`src/rtl/ops_pkg.sv`:
```
// Shared types and constants for the ops_sched round-robin ALU scheduler.
package ops_pkg;

   localparam int DW = 8;

   typedef enum logic [1:0] {
      OP_ADD = 2'b00,
      OP_SUB = 2'b01,
      OP_AND = 2'b10,
      OP_OR  = 2'b11
   } op_e;

   typedef enum logic [1:0] {
      ST_IDLE = 2'b00,
      ST_EXEC = 2'b01,
      ST_RESP = 2'b10
   } state_e;

endpackage

```
`src/rtl/ops_rr_pick.sv`:
```
// Combinational round-robin picker: first valid index searching from i_ptr upward, wrapping at NREQ.
module ops_rr_pick
   import ops_pkg::*;
#(
   parameter int NREQ = 4,
   localparam int SRC_W = $clog2(NREQ)
) (
   input  logic [NREQ-1:0]  i_valid,
   input  logic [SRC_W-1:0] i_ptr,
   output logic [NREQ-1:0]  o_grant,
   output logic [SRC_W-1:0] o_idx,
   output logic             o_any
);

   always_comb begin
      logic [SRC_W:0] j;
      // NOTE: every output gets a default before the search so no latch is inferred.
      o_grant = '0;
      o_idx   = '0;
      o_any   = 1'b0;
      j       = '0;
      // Walk from the farthest candidate back to ptr so the nearest valid one wins.
      for (int k = NREQ - 1; k >= 0; k--) begin
         j = {1'b0, i_ptr} + (SRC_W+1)'(k);
         if (j >= (SRC_W+1)'(NREQ)) j = j - (SRC_W+1)'(NREQ);
         if (i_valid[j[SRC_W-1:0]]) begin
            o_grant                 = '0;
            o_grant[j[SRC_W-1:0]]   = 1'b1;
            o_idx                   = j[SRC_W-1:0];
            o_any                   = 1'b1;
         end
      end
   end

endmodule

```
`src/rtl/ops_sched.sv`:
```
// Round-robin scheduler sharing one registered 8-bit ALU among NREQ requesters.
// Optional overflow statistics counter enabled by defining OPS_SCHED_STATS_EN.
module ops_sched
   import ops_pkg::*;
#(
   parameter int NREQ = 4,
   localparam int SRC_W = $clog2(NREQ)
) (
   input  logic              clk,
   input  logic              rst,
   input  logic [NREQ-1:0]   req_valid,
   output logic [NREQ-1:0]   req_ready,
   input  logic [NREQ*8-1:0] req_a,
   input  logic [NREQ*8-1:0] req_b,
   input  logic [NREQ*2-1:0] req_op,
   output logic              rsp_valid,
   input  logic              rsp_ready,
   output logic [DW-1:0]     rsp_o,
   output logic              rsp_ovf,
   output logic [SRC_W-1:0]  rsp_src,
   output logic              busy
`ifdef OPS_SCHED_STATS_EN
   ,
   input  logic              stat_clr,
   output logic [15:0]       stat_ovf_cnt
`endif
);

   state_e            r_state, w_next;
   logic [SRC_W-1:0]  r_ptr, r_src, r_rsp_src, w_idx;
   logic [NREQ-1:0]   w_grant;
   logic              w_any, w_accept, w_rsp_hs;
   logic [DW-1:0]     r_a, r_b, r_rsp_o, w_alu_o;
   op_e               r_op;
   logic              r_rsp_ovf, w_alu_ovf;

   ops_rr_pick #(.NREQ(NREQ)) u_pick (
      .i_valid (req_valid),
      .i_ptr   (r_ptr),
      .o_grant (w_grant),
      .o_idx   (w_idx),
      .o_any   (w_any)
   );

   assign w_accept = (r_state == ST_IDLE) && w_any;
   assign w_rsp_hs = (r_state == ST_RESP) && rsp_ready;

   always_ff @(posedge clk) begin
      // NOTE: sequential state uses non-blocking assignments so every register sees pre-edge values.
      if (rst) r_state <= ST_IDLE;
      else     r_state <= w_next;
   end

   always_comb begin
      w_next = r_state;
      case (r_state)
         ST_IDLE: if (w_any) w_next = ST_EXEC;
         ST_EXEC: w_next = ST_RESP;
         ST_RESP: if (rsp_ready) w_next = ST_IDLE;
         default: w_next = ST_IDLE;
      endcase
   end

   always_comb begin
      req_ready = '0;
      rsp_valid = 1'b0;
      busy      = 1'b1;
      case (r_state)
         ST_IDLE: begin
            req_ready = w_grant;
            busy      = 1'b0;
         end
         ST_RESP: rsp_valid = 1'b1;
         default: ;
      endcase
   end

   // NOTE: operand capture registers carry no reset; they are always loaded on accept before EXEC reads them.
   always_ff @(posedge clk) begin
      if (w_accept) begin
         r_a   <= req_a[w_idx*DW +: DW];
         r_b   <= req_b[w_idx*DW +: DW];
         r_op  <= op_e'(req_op[w_idx*2 +: 2]);
         r_src <= w_idx;
      end
   end

   always_comb begin
      w_alu_o   = '0;
      w_alu_ovf = 1'b0;
      case (r_op)
         OP_ADD: begin
            w_alu_o   = r_a + r_b;
            w_alu_ovf = (r_a[DW-1] == r_b[DW-1]) && (w_alu_o[DW-1] != r_a[DW-1]);
         end
         OP_SUB: begin
            w_alu_o   = r_a - r_b;
            w_alu_ovf = (r_a[DW-1] != r_b[DW-1]) && (w_alu_o[DW-1] != r_a[DW-1]);
         end
         OP_AND:  w_alu_o = r_a & r_b;
         OP_OR:   w_alu_o = r_a | r_b;
         default: ;
      endcase
   end

   // Response is registered in EXEC; the pointer moves past the served requester on handshake.
   always_ff @(posedge clk) begin
      if (rst) begin
         r_ptr     <= '0;
         r_rsp_o   <= '0;
         r_rsp_ovf <= 1'b0;
         r_rsp_src <= '0;
      end else begin
         if (r_state == ST_EXEC) begin
            r_rsp_o   <= w_alu_o;
            r_rsp_ovf <= w_alu_ovf;
            r_rsp_src <= r_src;
         end
         if (w_rsp_hs) r_ptr <= (r_rsp_src == SRC_W'(NREQ - 1)) ? '0 : r_rsp_src + 1'b1;
      end
   end

   assign rsp_o   = r_rsp_o;
   assign rsp_ovf = r_rsp_ovf;
   assign rsp_src = r_rsp_src;

`ifdef OPS_SCHED_STATS_EN
   logic [15:0] r_stat_cnt;

   always_ff @(posedge clk) begin
      if (rst || stat_clr)
         r_stat_cnt <= '0;
      else if (w_rsp_hs && r_rsp_ovf && (r_stat_cnt != 16'hFFFF))
         r_stat_cnt <= r_stat_cnt + 16'd1;
   end

   assign stat_ovf_cnt = r_stat_cnt;
`endif

endmodule
```
`config.mk`:
```
export PLATFORM = sky130hd
export DESIGN_NAME = ops_sched
export DESIGN_NICKNAME = d
export VERILOG_FILES = /design/src/rtl/ops_pkg.sv /design/src/rtl/ops_rr_pick.sv /design/src/rtl/ops_sched.sv
export SDC_FILE = /design/constraint.sdc
export NUM_CORES = 1
export LEC_CHECK = 0
export CORE_ASPECT_RATIO = 0.7
export CORE_MARGIN = 2
export CORE_UTILIZATION = 50
export CTS_BUF_LIST = sky130_fd_sc_hd__clkbuf_2 sky130_fd_sc_hd__clkbuf_4 sky130_fd_sc_hd__clkbuf_8
export DETAILED_ROUTE_END_ITERATION = 6
export PLACE_DENSITY = 0.93
export SLEW_MARGIN = 40
export SYNTH_ARGS = -nofsm -noshare
export SYNTH_HDL_FRONTEND = slang
export SYNTH_HIERARCHICAL = 1
export SYNTH_SLANG_ARGS = --single-unit
```
`constraint.sdc`:
```
create_clock -name clk -period 3.49 [get_ports clk]
set_input_delay 0.698 -clock clk [delete_from_list [all_inputs] [get_ports clk]]
set_output_delay 0.698 -clock clk [all_outputs]
set_load 0.005 [all_outputs]
```
==> impl_results.md <==
- Maxcap violations: 0
- Hold Path Stages: 1
- Clock sinks: 35
- Fillers: 459
- Synth cell count leaders: 32 x ha_1, 32 x nor2_1, 30 x inv_1
- Synthesized flop and latch total: 35
- Total Wirelength: 8.19 mm
- Worst Path Class, Setup: input pin to output pin
- Power per cell area: 372 mW/mm²
- Period Utilization, post-route: 0.960
- ANT nets after route: 0
- Vias in the first global route: 2937
- Clock Path Buffers: 2
- Die Span Y: 72.1 µm
- Site row count: 24
- Worst r2r src: r_ptr[0]
- Inserted Diodes: 0
- Detailed placement HPWL: 6.69 mm
- Largest area contributor in the netlist: edfxtp_1
- Largest net degree at the start of global routing: 22
- Routability cong.: 0.954
- Antenna violations before repair: 0
- DIE AREA: 0.00731 mm²
- Worst-skew pair later-pin latency: 0.29 ns
- Final hold violation count: 0
- Setup Buffers After CTS: 0
- Area Overhead vs Synth: 34.2%
- I/O Pins: 96
- Hold Crit Start: rsp_o[5]
- CP Capture Type: output pin
- Synth warn: 6
- CTS tree: done
- Share of the synthesized area in the top cell type: 0.181
- Critical Path RT: 2.79 ns
- Relative slew slack: 0.507
- VDD IR-drop max: 0.000168 V
- Port buffer count: 95
- Distinct cell type count after synthesis: 64
- CTS H-tree lvls: 2
- Nets: 545
- Synth area leaders: edfxtp_1 18%, mux4_2 13%, ha_1 12%
- Slew @ Worst Pin: 0.737 ns
- EDFF count, synth: 20
- GRT Util Overall: 0.242
- Pleak: 1.73 nW
- DR vias: 2911
- Vias per cell: 5.70
- Clock Root Buffer: clkbuf_8
- Core area: 0.00631 mm²
- Tmin final: 3.35 ns
- Number of remaining DRC errors: 0
- TritonCTS Buffers: 5
- Die X: 101 µm
- Mapped Cells: 338
- Post-Place Cell Area: 0.00436 mm²
- Design area: 0.00445 mm²
- CTS resizes: 5
- Reg clk slew, reported paths: 0.07 ns
- Layout cells sized above 1: 0.155
- Routed len/inst: 16.0 µm
- 1st-pass router iterations: 5
- Status: completed
- Register-to-register setup slack: 0.69 ns
- Syn Area/Cell: 9.81 µm²
- Seq/Total Area, Yosys: 0.272
- R2R depth: 9
- Hold Path Class: register to register
- Worst endpoint data arrival time: 2.65 ns
- Setup violators final: 0
- Reg-to-reg endpoint: r_a[7]
- Max-slew violations: 0
- Mapped Nets: 451
- RSZ-0062 raised after global routing: false
- GRT overflow: 0
- Highest Clock Rate: 298 MHz
- Drt initial violations: 179
- Initial Util: 0.526
- First-pass GRT wire length: 13.9 mm
- CP startpoint kind: input pin
- Post-synthesis cell area: 0.00331 mm²
- Setup Skew: 0.00498 ns
- Top_reg_cell synth: edfxtp_1
- Total power: 0.00165 W
- Crit-path max FO: 7
- Hold buffers post-CTS: 0
- Fraction of registers with async set/reset: 0
- Min-Delay Endpoint: rsp_o[5]
## worst max-delay path, stage by stage
cell and delay [ns]:
dlygate4sd2_1 0.32, mux4_2 0.55, nor2_2 0.12, nand3_1 0.11
a41oi_2 0.23, and2_1 0.14, clkdlybuf4s50_1 0.50
## per-layer routing
metal,global-route usage,up-vias,wire [µm]
met4,0.0736,0,107
met3,0.0520,13,603
met1,0.322,1346,3570
met2,0.400,134,3910
li1,-,1418,-
met5,0,-,0
## cells in the final DEF, fill, tap and decap left out, types with 3 or more instances in the layout
master            n
a211oi_1          4
a21oi_1          26
a31oi_1           6
a41oi_2           4
and2_1            5
buf_4            11
clkbuf_8          5
clkdlybuf4s50_1  91
dfxtp_1          14
dlygate4sd2_1     4
edfxtp_1         20
ha_1             32
inv_1            30
mux2_2            3
mux2i_1           4
mux4_2           19
nand2_1          25
nand2b_1          7
nand3_1           6
nor2_1           31
nor2_2            3
nor2b_1           4
nor3_1            3
o211ai_1         10
o21ai_0          11
xnor2_1           3
xor2_1            3
## registers in the layout, indices dropped and copies added (netlist names)
signal and flops:
rsp_src 2, rsp_ovf 1, r_op 2, r_b 8
r_src 2, rsp_o 8, r_ptr 2, r_a 8
r_state 2
## layout make-up
| class | count | area [µm²] | share of cell area |
|---|---|---|---|
| sequential | 35 | 902 | 0.203 |
| tap | 78 | 97.6 | 0.0219 |
| clock inverter | 1 | 5.00 | 0.00113 |
| clock buffer | 7 | 83.8 | 0.0189 |
| inverter | 31 | 116 | 0.0262 |
| multi-input combinational | 251 | 2180 | 0.491 |
| timing repair buffer | 108 | 1060 | 0.238 |
## power by group
part / internal [W] / total, W / switching (W) / leakage (nW)
sequential: 0.000515 / 0.000574 / 0.0000594 / 0.323
combinational: 0.000403 / 0.000786 / 0.000383 / 1.36
clock: 0.000155 / 0.000294 / 0.000139 / 0.0491
## stage by stage
stage / setup WS, ns / TNS [ns] / hold slack, ns / cells / utilization
after detailed placement: -0.0868 / -0.265 / 0.453 / 503 / 0.691
after global placement: 0.0137 / 0 / 0.440 / 503 / 0.691
after CTS: 0.127 / 0 / 0.463 / 511 / 0.704
after floorplan: 0.407 / 0 / 0.448 / 338 / -
after global routing: 0.0384 / 0 / 0.471 / 511 / 0.705
final: 0.139 / 0 / 0.467 / 511 / 0.705
## how the worst max path moves through the flow
stage	startpoint	to	slack, ns	cells past startpoint
CTS	r_ptr[0]	req_ready[0]	0.13	7
floorplan	r_ptr[0]	r_a[5]	0.41	10
finish	req_valid[2]	req_ready[1]	0.14	7
global placement	req_valid[2]	req_ready[3]	0.01	7
global route	req_valid[2]	req_ready[0]	0.04	7
detailed placement	req_valid[2]	req_ready[1]	-0.09	7
## cell families (layout without fill, tap and decap cells)
group | after synthesis | in the layout | synth area share
adder cells (fa/ha/maj) | 34 | 34 | 0.133
multiplexers | 32 | 32 | 0.183
flip-flops | 35 | 35 | 0.272
XOR/XNOR | 6 | 6 | 0.0159
AND/OR/NAND/NOR | 94 | 94 | 0.135
buffers and inverters | 52 | 147 | 0.0747
AO/OA/AOI/OAI | 85 | 85 | 0.186
Power figures use the tool's default switching activity.
